`config.mk`:
```
export PLATFORM = sky130hd
export DESIGN_NAME = signed_fubar2_accum_flat
export DESIGN_NICKNAME = d
export VERILOG_FILES = /design/src/rtl/signed_fubar2_accum_if.sv /design/src/rtl/signed_fubar2_accum.sv /design/src/flat_wrapper.sv
export SDC_FILE = /design/constraint.sdc
export NUM_CORES = 1
export LEC_CHECK = 0
export ABC_CLOCK_PERIOD_IN_PS = 4000
export BUFFER_PORTS_ARGS = -buffer_cell sky130_fd_sc_hd__buf_2
export CORE_MARGIN = 1
export CORE_UTILIZATION = 25
export CTS_BUF_LIST = sky130_fd_sc_hd__clkbuf_16
export DETAILED_ROUTE_END_ITERATION = 7
export PLACE_DENSITY = 0.49
export SLEW_MARGIN = 10
export SYNTH_ARGS = -nofsm -noshare
export SYNTH_HDL_FRONTEND = slang
export SYNTH_SLANG_ARGS = --single-unit
export TNS_END_PERCENT = 1
```
`constraint.sdc`:
```
create_clock -name clk -period 4 [get_ports clk]
set_input_delay 1 -clock clk [delete_from_list [all_inputs] [get_ports clk]]
set_output_delay 1 -clock clk [all_outputs]
set_load 0.01 [all_outputs]
```
`src/rtl/signed_fubar2_accum_if.sv`:
```
// rtl/signed_fubar2_accum_if.sv - sample-in / block-sum-out handshake bundle
// master drives samples and out_ready; slave is the accumulator.
interface signed_fubar2_accum_if #(
  parameter int ACC_W = 8
);
  logic             clr;
  logic             in_valid;
  logic             in_ready;
  logic [1:0]       in_data;
  logic             out_valid;
  logic             out_ready;
  logic [ACC_W-1:0] out_sum;
  logic             out_ovf;

  modport master (
    output clr, in_valid, in_data, out_ready,
    input  in_ready, out_valid, out_sum, out_ovf
  );

  modport slave (
    input  clr, in_valid, in_data, out_ready,
    output in_ready, out_valid, out_sum, out_ovf
  );
endinterface

```
`src/rtl/signed_fubar2_accum.sv`:
```
// rtl/signed_fubar2_accum.sv - sums blocks of NSAMP 2-bit signed samples into ACC_W-bit results
// Define SIGNED_FUBAR2_ACCUM_SAT_EN to saturate instead of wrapping on overflow.
module signed_fubar2_accum #(
  parameter int ACC_W = 8,
  parameter int NSAMP = 4
) (
  input logic                  clk,
  input logic                  rst,
  signed_fubar2_accum_if.slave bus
);
  localparam int CW = $clog2(NSAMP) + 1;
  localparam logic [CW-1:0] LAST_CNT = CW'(NSAMP - 1);

  typedef enum logic [1:0] {IDLE, ACCUM, HOLD} state_t;

  state_t           state_q, state_d;
  logic [CW-1:0]    count_q, count_d;
  logic [ACC_W-1:0] acc_q, acc_d;
  logic [ACC_W-1:0] out_sum_q, out_sum_d;
  logic             ovf_q, ovf_d;
  logic             out_ovf_q, out_ovf_d;
  logic             run_q, run_d;

  logic [ACC_W-1:0] sext, base, sum, acc_new;
  logic             step_ovf, ovf_new, in_ready, accept;

  always_comb begin
    sext     = {{(ACC_W-2){bus.in_data[1]}}, bus.in_data};
    base     = (count_q == '0) ? '0 : acc_q;
    sum      = base + sext;
    step_ovf = (base[ACC_W-1] == sext[ACC_W-1]) && (sum[ACC_W-1] != base[ACC_W-1]);
`ifdef SIGNED_FUBAR2_ACCUM_SAT_EN
    // On overflow both addends share a sign, so the sample's sign picks the rail.
    acc_new  = step_ovf ? (sext[ACC_W-1] ? {1'b1, {(ACC_W-1){1'b0}}}
                                         : {1'b0, {(ACC_W-1){1'b1}}}) : sum;
`else
    acc_new  = sum;
`endif
    ovf_new  = ((count_q == '0) ? 1'b0 : ovf_q) | step_ovf;
  end

  // run_q keeps in_ready low until the first clock after reset release.
  assign run_d    = 1'b1;
  assign in_ready = run_q && ((state_q != HOLD) || bus.out_ready);
  assign accept   = bus.in_valid && in_ready;

  always_comb begin
    state_d   = state_q;
    count_d   = count_q;
    acc_d     = acc_q;
    ovf_d     = ovf_q;
    out_sum_d = out_sum_q;
    out_ovf_d = out_ovf_q;
    if (bus.clr) begin
      state_d = IDLE;
      count_d = '0;
      acc_d   = '0;
      ovf_d   = 1'b0;
    end else if (accept) begin
      if (count_q == LAST_CNT) begin
        out_sum_d = acc_new;
        out_ovf_d = ovf_new;
        count_d   = '0;
        state_d   = HOLD;
      end else begin
        acc_d   = acc_new;
        ovf_d   = ovf_new;
        count_d = count_q + CW'(1);
        state_d = ACCUM;
      end
    end else if ((state_q == HOLD) && bus.out_ready) begin
      state_d = IDLE;
    end
  end

  always_ff @(posedge clk or posedge rst) begin
    if (rst) begin
      state_q   <= IDLE;
      count_q   <= '0;
      acc_q     <= '0;
      ovf_q     <= 1'b0;
      out_sum_q <= '0;
      out_ovf_q <= 1'b0;
      run_q     <= 1'b0;
    end else begin
      state_q   <= state_d;
      count_q   <= count_d;
      acc_q     <= acc_d;
      ovf_q     <= ovf_d;
      out_sum_q <= out_sum_d;
      out_ovf_q <= out_ovf_d;
      run_q     <= run_d;
    end
  end

  assign bus.in_ready  = in_ready;
  assign bus.out_valid = (state_q == HOLD);
  assign bus.out_sum   = out_sum_q;
  assign bus.out_ovf   = out_ovf_q;
endmodule

```
`src/flat_wrapper.sv`:
```
// flat-port wrapper written by rule: the top's interface ports become plain ports
module signed_fubar2_accum_flat 
#(
  parameter int ACC_W = 8,
  parameter int NSAMP = 4
)
  (clk, rst, bus_clr, bus_in_valid, bus_in_data, bus_out_ready, bus_in_ready, bus_out_valid, bus_out_sum, bus_out_ovf);
  signed_fubar2_accum_if #(.ACC_W(ACC_W)) bus_i ();
  input logic clk;
  input logic rst;
  input wire logic [$bits(bus_i.clr)-1:0] bus_clr;
  input wire logic [$bits(bus_i.in_valid)-1:0] bus_in_valid;
  input wire logic [$bits(bus_i.in_data)-1:0] bus_in_data;
  input wire logic [$bits(bus_i.out_ready)-1:0] bus_out_ready;
  output wire logic [$bits(bus_i.in_ready)-1:0] bus_in_ready;
  output wire logic [$bits(bus_i.out_valid)-1:0] bus_out_valid;
  output wire logic [$bits(bus_i.out_sum)-1:0] bus_out_sum;
  output wire logic [$bits(bus_i.out_ovf)-1:0] bus_out_ovf;
  assign bus_i.clr = bus_clr;
  assign bus_i.in_valid = bus_in_valid;
  assign bus_i.in_data = bus_in_data;
  assign bus_i.out_ready = bus_out_ready;
  assign bus_in_ready = bus_i.in_ready;
  assign bus_out_valid = bus_i.out_valid;
  assign bus_out_sum = bus_i.out_sum;
  assign bus_out_ovf = bus_i.out_ovf;
  signed_fubar2_accum #(.ACC_W(ACC_W), .NSAMP(NSAMP)) u_core (.clk(clk), .rst(rst), .bus(bus_i));
endmodule
```
; ---- Word-level counts from Yosys, hierarchy flattened
; Cells that the tools add are included.
[totals]
ff_bits = 24
latchBits = 0
ramBits = 0
rom_bits = 0
input_bits = 7
output_inout_bits = 11
elab_cells = 42
mem_count = 0
[classes]
n_addsub = 2
mul = 0
n_div = 0
magnitude_cmp = 0
n_eq_ne = 6
shifts = 0
mux = 15
n_bitwise = 2
reduce_logical = 10
[op_table]
columns = operator, count
row1 = $mux W8, 4
row2 = $mux W3, 3
row3 = $add A8 B8 Y8, 1
row4 = $mux W2, 4
row5 = $logic_and A1 B1 Y1, 4
row6 = $mux W1, 4
row7 = $ne A2 B2 Y1 const B, 2
row8 = $add A3 B1 Y3 const B, 1
row9 = $eq A3 B2 Y1 const B, 1
row10 = $logic_not A3 Y1, 1
row11 = $reduce_and A3 Y1, 1
row12 = $reduce_bool A3 Y1, 1
row13 = $eq A2 B2 Y1 const B, 1
row14 = $reduce_and A2 Y1, 1
row15 = $reduce_bool A2 Y1, 1
row16 = $eq A1 B1 Y1, 1
row17 = $logic_or A1 B1 Y1, 1
row18 = $ne A1 B1 Y1, 1
row19 = $not A1 Y1, 1
row20 = $or A1 B1 Y1, 1

; ---- Longest topological paths before layout
; Gate-level depths: netlist of the first run.
[logic_depth]
ltp_word = 9
depth_mapped = 12
depth_no_buf = 11

; ---- Least setup slack after synthesis of the first run
; Ideal clock, no wire load.
[synth_timing]
path_kind = input to output
start = in bus_out_ready
end = out bus_in_ready
arrival_time_ns = 1.582
required_time_ns = 3.000
path_slack_ns = 1.418
path_stages = 2
path_buffers = 0
path_cell_list = nor3b_2 > and2b_1
[synth_via]
elab_chain_cells = 2
[synth_rtl]
columns = item, line
row1 = start: declaration, flat_wrapper.sv:14  ; input wire logic [$bits(bus_i.out_ready)-1:0] bus_out_ready;
row2 = $logic_or A1 B1 Y1, signed_fubar2_accum.sv:44  ; assign in_ready = run_q && ((state_q != HOLD) || bus.out_ready);
row3 = $logic_and A1 B1 Y1, signed_fubar2_accum.sv:44
row4 = end: declaration, flat_wrapper.sv:15  ; output wire logic [$bits(bus_i.in_ready)-1:0] bus_in_ready;
; No other way between the ends.

; ---- Worst setup path after layout of the first run
; Same ends and word-level chain as after synthesis.

==> results of run 1 <==
cell usage in the layout (no fill, tap or decap), drive strengths merged, types with 2 or more instances in the layout:
| master | instances |
|---|---|
| nand2b | 4 |
| o211ai | 6 |
| ha | 9 |
| xnor2 | 2 |
| a21oi | 9 |
| or3 | 4 |
| o21ai | 8 |
| buf | 19 |
| nand3b | 4 |
| or2 | 3 |
| nand3 | 3 |
| clkbuf | 3 |
| a211oi | 2 |
| nor2b | 4 |
| o21a | 3 |
| nand4 | 3 |
| dfrtp | 24 |
| o2111ai | 2 |
| inv | 8 |
| a21o | 2 |
| nand2 | 23 |
| nor3 | 3 |
| a31oi | 4 |
| and2 | 7 |
| nor2 | 9 |
power groups by stage:
stage                     clock network (mW)  logic [mW]  registers [mW]
after floorplan                            0      0.0488           0.265
after global placement                     0      0.0736           0.264
after detailed placement                   0      0.0732           0.264
after CTS                              0.301      0.0732           0.260
after global routing                   0.311      0.0830           0.261
final                                  0.292      0.0721           0.260
metal layers:
layer / GRT usage (%) / up-vias
met5: 0 / -
met4: 1.636 / 0
met3: 3.448 / 2
met2: 19.05 / 17
met1: 17.32 / 575
li1: - / 627
cell families after synthesis:
| family | after synthesis | share of synthesized area, % |
|---|---|---|
| adders and majority gates | 10 | 8.893 |
| and+or+nand+nor | 72 | 25.92 |
| AOI/OAI and AO/OA | 42 | 18.88 |
| DFF | 24 | 40.27 |
| xor gates and xnor gates | 3 | 1.762 |
| muxes | 1 | 0.6712 |
| buffers and inverters | 13 | 3.355 |
| other | 1 | 0.2514 |
cell type report:
class / instances / area [um2] / share of cell area (%)
clock buffers: 3 / 75.07 / 4.249
clock inverters: 1 / 30.03 / 1.700
inverters: 8 / 30.03 / 1.700
multi-input cells: 129 / 840.8 / 47.59
flip-flops and latches: 24 / 600.6 / 33.99
well taps: 72 / 90.09 / 5.099
repair buffers: 19 / 100.1 / 5.666
synthesized netlist by cell type, types with 2 or more instances:
| master | number | share of area [%] |
|---|---|---|
| or3_1 | 4 | 1.7 |
| a211oi_1 | 2 | 1.0 |
| nor3_1 | 2 | 0.67 |
| nand3_1 | 3 | 1.0 |
| and2_1 | 7 | 2.9 |
| a21o_1 | 2 | 1.0 |
| nor2b_1 | 4 | 1.7 |
| or2_2 | 3 | 1.3 |
| a31oi_1 | 4 | 1.7 |
| o211ai_1 | 5 | 2.5 |
| o21ai_0 | 7 | 2.3 |
| a21oi_1 | 9 | 3.0 |
| dfrtp_1 | 24 | 40 |
| ha_1 | 9 | 7.6 |
| o21a_1 | 3 | 1.5 |
| clkbuf_1 | 4 | 1.0 |
| o2111ai_1 | 2 | 1.2 |
| nand2b_1 | 4 | 1.7 |
| nand2_1 | 23 | 5.8 |
| xnor2_1 | 2 | 1.2 |
| nand3b_1 | 4 | 2.0 |
| nand4_1 | 3 | 1.3 |
| inv_1 | 8 | 2.0 |
| nor2_1 | 9 | 2.3 |
metrics by stage:
stage / total power, mW / hold slack, ns / utilization [%]
floorplan: 0.3134 / 0.4739 / -
global placement: 0.3377 / 0.4593 / 29.45
detailed placement: 0.3371 / 0.4637 / 29.45
CTS: 0.6333 / 0.4809 / 31.32
global route: 0.6545 / 0.4985 / 31.32
finish: 0.6233 / 0.4718 / 31.32
worst max-delay path by stage:
stage / startpoint / to / slack [ns]
2_1_floorplan: bus_out_ready / bus_in_ready / 1.42
3_3_place_gp: bus_out_ready / bus_in_ready / 1.15
3_5_place_dp: bus_out_ready / bus_in_ready / 1.14
4_1_cts: bus_out_ready / bus_in_ready / 1.13
5_1_grt: bus_out_ready / bus_in_ready / 1.04
6_report: bus_out_ready / bus_in_ready / 1.14
critical path: cells and delay by family:
kind | cells | cell delay (ns)
buffers and inverters | 2 | 0.24
and+or+nand+nor | 2 | 0.62
flip-flops by register name (all words and copies together) (netlist names):
signal,count
u_core.bus.out_sum,8
u_core.bus.out_ovf,1
u_core.state_q,2
u_core.acc_q,8
u_core.run_q,1
u_core.count_q,3
u_core.ovf_q,1
==> impl_metrics.yaml, run 1 <==
clock_network:
  cts_made_buffers: 3
  postCtsHoldBufs: 0
  clkTransAtPathRegs_ns: 0.07
  cts_setup_buffers: 0
  cts_tree: "done"
  cts.path.max_buffers: 2
  cts.sinks: 24
  htree_levels: 1
  cts-resized-gates: 0
  clk_latency_ns: 0.26
  clockRootBuffer: "clkbuf_16"
worst_setup_path:
  crit_slowest_cell: "nor3b_2"
  critical-path-max-stage-delay_ns: 0.39
  crit_top_cell: "buf_2"
  cp.arrival_ns: 1.86
  reg2reg_depth: 11
  worst-r2r-setup-slack_ns: 1.29
  cp.required_ns: 3.00
  path_cells: "buf_2, nor3b_2, and2b_1, buf_2"
  crit_type: "input pin to output pin"
  crit_fanout: 9
  end_kind: "output pin"
  reg2reg_from: "u_core.count_q[0]$_DFFE_PP0P_"
  reg2reg_to: "u_core.bus.out_sum[6]$_DFFE_PP0P_"
  cp-start-kind: "input pin"
worst_hold_path:
  min_to: "u_core.bus.out_sum[0]$_DFFE_PP0P_"
  hold_start: "u_core.bus.out_sum[0]$_DFFE_PP0P_"
  hold_depth: 2
  min_path_type: "register to register"
power_and_ir_drop:
  cell_internal_pwr_mw: 0.4790
  seq_power_share_pct: 41.6
  p_sw_share_pct: 23.16
  power.density_nw_per_um2: 352.8
  p_comb_share_pct: 11.6
  switchingPower_mw: 0.1443
  peakVddDrop_mv: 0.2380
  power_frac_clock_pct: 46.8
  leakagePower_nw: 0.8587
synth:
  syn_nets: 183
  synth-edff-count: 0
  yosys.cell_types.count: 43
  synth.cell_area_um2: 1491
  asyncSetResetFlopFracSynth_pct: 100.0
  ys.flop_type: "dfrtp_1"
  synth_seq_cells: 24
  ys_warn_count: 0
  syn_inst: 166
  syn_avg_cell_area_um2: 8.985
  ys_seq_area_share_pct: 40.27
sta:
  final.min_clock_period_ns: 2.865
  worst_slew_pin_slew_ns: 0.9489
  fin_ws_ns: 1.135
  finalMaxSlewViolations: 0
  rsz0062_at_grt: "no"
  hold_viol: 0
  worst_clock_skew_ns: 0.005061
  finalSetupTns_ns: 0
  period_share_pct: 71.62
  slew_headroom_pct: 36.67
  finalSetupViolCount: 0
  fmax_mhz: 349.1
detailed_routing:
  drtPass1Iterations: 4
  via_per_inst: 4.770
  ant_nets: 0
  route.met2.wl_um: 1515
  drc: 0
  num_vias: 1221
  top_layer: "met4"
  met1_length_um: 1795
  drtIter0Drc: 59
  wl_per_cell_um: 13.42
  drt_wl_total_um: 3436
  wl_met3_um: 111
floorplanning:
  die_h_um: 79.24
  die_width_um: 79.24
  row_count: 27
  fp.coreArea_um2: 5642
  pin_count: 18
  die-area_um2: 6279
  initial_core_util_pct: 26.44
global_routing:
  overflow: 0
  grt_pass1_vias: 1213
  grt_max_degree: 25
  grt_pass1_wl_um: 5906
  track_usage_pct: 12.30
  antenna_found_initial: 0
layout:
  num-fill-cells: 598
  final_cell_area_um2: 1767
  nets: 202
  stdcell_count: 256
  area_growth_pct: 18.46
  drive_gt1_share_pct: 16.30
  diodes: 0
run:
  max-cap-violations: 0
place:
  dp_slack_ns: 1.142
  place.gp.congestion: 0.7511
  placed_cells: 252
  placed_area_um2: 1662
  dpl.hpwl_um: 2350
  io_buffers: 17
run_status:
  status: "finished clean"
Power figures use the tool's default switching activity.
==> run 2: changes to the inputs <==
ABC_CLOCK_PERIOD_IN_PS = 2750   (was 4000)
clock period = 2.75 ns   (was 4 ns; I/O delays follow)
==> run 2 against run 1 <==
Clock skew is 0.00053 ns higher. Count of clock-buffer cells in the layout stayed put. First-iteration DRC count up 36%. Non-clock buffer count increased by 3. Clock power rose by 13%. Sequential share of layout area rose by 0.072 points. Combinational power is 50% higher. Critical path type is now register to register. Critical path depth increased by 7. Cell count up 1.2%. Routed wire length up 2.4%. Via count is 2.3% higher. Total power is 31% higher.
==> impl_metrics.yaml, run 2 (same netlist as run 1, synthesis figures left out) <==
detailed_routing:
  drc: 0
  drtIter0Drc: 80
  num_vias: 1249
  drtPass1Iterations: 4
  drt_wl_total_um: 3520
  ant_nets: 0
  wl_per_cell_um: 13.59
  via_per_inst: 4.822
sta:
  worst_clock_skew_ns: 0.005595
  hold_viol: 0
  finalSetupTns_ns: 0
  final.min_clock_period_ns: 2.394
  rsz0062_at_grt: "no"
  finalSetupViolCount: 0
  period_share_pct: 87.06
  finalMaxSlewViolations: 0
  fmax_mhz: 417.7
  timing.hold.ws_ns: 0.4628
clock_network:
  cts.sinks: 24
  cts.path.max_buffers: 2
  clockRootBuffer: "clkbuf_16"
  postCtsHoldBufs: 0
  htree_levels: 1
  cts-resized-gates: 0
  clk_latency_ns: 0.26
  cts_setup_buffers: 0
  clkTransAtPathRegs_ns: 0.07
  cts_made_buffers: 3
  cts_tree: "done"
layout:
  layout_common_cells: "24 x dfrtp_1, 23 x nand2_1, 17 x buf_2"
  final_common_cell: "dfrtp_1"
  area_growth_pct: 18.20
  multi_input_area_um2: 840.8
  diodes: 0
  nets: 205
  drive_gt1_share_pct: 17.11
  num-fill-cells: 595
  ff_latch_area_um2: 600.6
  final_cell_area_um2: 1763
  stdcell_count: 259
worst_setup_path:
  cp-start-kind: "register"
  cp.arrival_ns: 2.53
  reg2reg_from: "u_core.count_q[0]$_DFFE_PP0P_"
  end_kind: "register"
  cp.required_ns: 2.89
  path_buf_inv: 2
  worst-r2r-setup-slack_ns: 0.36
  crit_family: "adder cells"
  cp-startpoint: "u_core.count_q[0]$_DFFE_PP0P_"
  crit_type: "register to register"
  critical-path-max-stage-delay_ns: 0.40
  crit_fanout: 6
  path_cells: "inv_1, ha_1, nand2b_1, and2_1, ha_1, inv_1, fa_1, nor2b_1, o31a_1, o21a_1, o211ai_1"
  crit_slowest_cell: "fa_1"
global_routing:
  grt_pass1_wl_um: 6161
  grt_pass1_vias: 1275
  overflow: 0
  track_usage_pct: 12.76
  grt_max_degree: 25
  antenna_found_initial: 0
power_and_ir_drop:
  power.density_nw_per_um2: 463.3
  peakVddDrop_mv: 0.2243
  leakagePower_nw: 0.8616
worst_hold_path:
  min_path_type: "input pin to async pin"
floorplanning:
  initial_core_util_pct: 26.44
  row_count: 27
  fp.coreArea_um2: 5642
  pin_count: 18
  die_h_um: 79.24
  die_width_um: 79.24
  die-area_um2: 6279
place:
  placed_area_um2: 1684
  dpl.hpwl_um: 2544
  placed_cells: 255
  place.gp.congestion: 0.7690
  io_buffers: 17
run_status:
  status: "finished clean"
run:
  max-cap-violations: 0
==> run 2: cell count changes in the layout (fill, tap and decap cells not counted), sizes merged <==
cell,delta
bufinv,-1
buf,+3
clkinv,+1
==> run 2: layout make-up <==
type                       instances  area share [%]
multi-input combinational        129           47.69
timing repair buffer              22           6.955
sequential                        24           34.07
clock buffer                       3           4.258
tap                               72           5.110
inverter                           8           1.703
clock inverter                     1          0.2129
==> run 2: final timing paths <==
kind,to,cells past startpoint
min reg2reg,u_core.bus.out_sum[0]$_DFFE_PP0P_,2
min in group clk,u_core.bus.out_sum[0]$_DFFE_PP0P_,2
max in group asynchronous,u_core.acc_q[5]$_DFFE_PP0P_,3
max,u_core.bus.out_sum[6]$_DFFE_PP0P_,11
min,u_core.ovf_q$_DFFE_PP0P_,3
max reg2reg,u_core.bus.out_sum[6]$_DFFE_PP0P_,11
==> run 2: tightest hold or removal path: stages <==
cell and delay (ns):
buf_2 0.09, inv_1 0.04, buf_4 0.30
==> run 2: routing by layer <==
metal | global-route usage (%) | vias up | wire [um]
met3 | 2.759 | 2 | 97
li1 | - | 627 | -
met1 | 16.51 | 598 | 1723
met2 | 21.38 | 22 | 1673
met4 | 3.273 | 0 | 27
met5 | 0 | - | 0
==> run 2: per-stage QoR <==
stage | power, mW | setup WS (ns) | utilization, %
after floorplan | 0.4558 | 0.3492 | -
after global placement | 0.4941 | 0.3767 | 29.85
after detailed placement | 0.4940 | 0.3522 | 29.85
after CTS | 0.8290 | 0.3360 | 31.25
after global routing | 0.8625 | 0.1641 | 31.25
final | 0.8168 | 0.3559 | 31.25
==> run 2: report_power, final <==
part / internal [mW] / switching [mW]
combinational: 0.0418 / 0.0663
clock: 0.195 / 0.136
sequential: 0.368 / 0.0101
total: 0.604 / 0.212
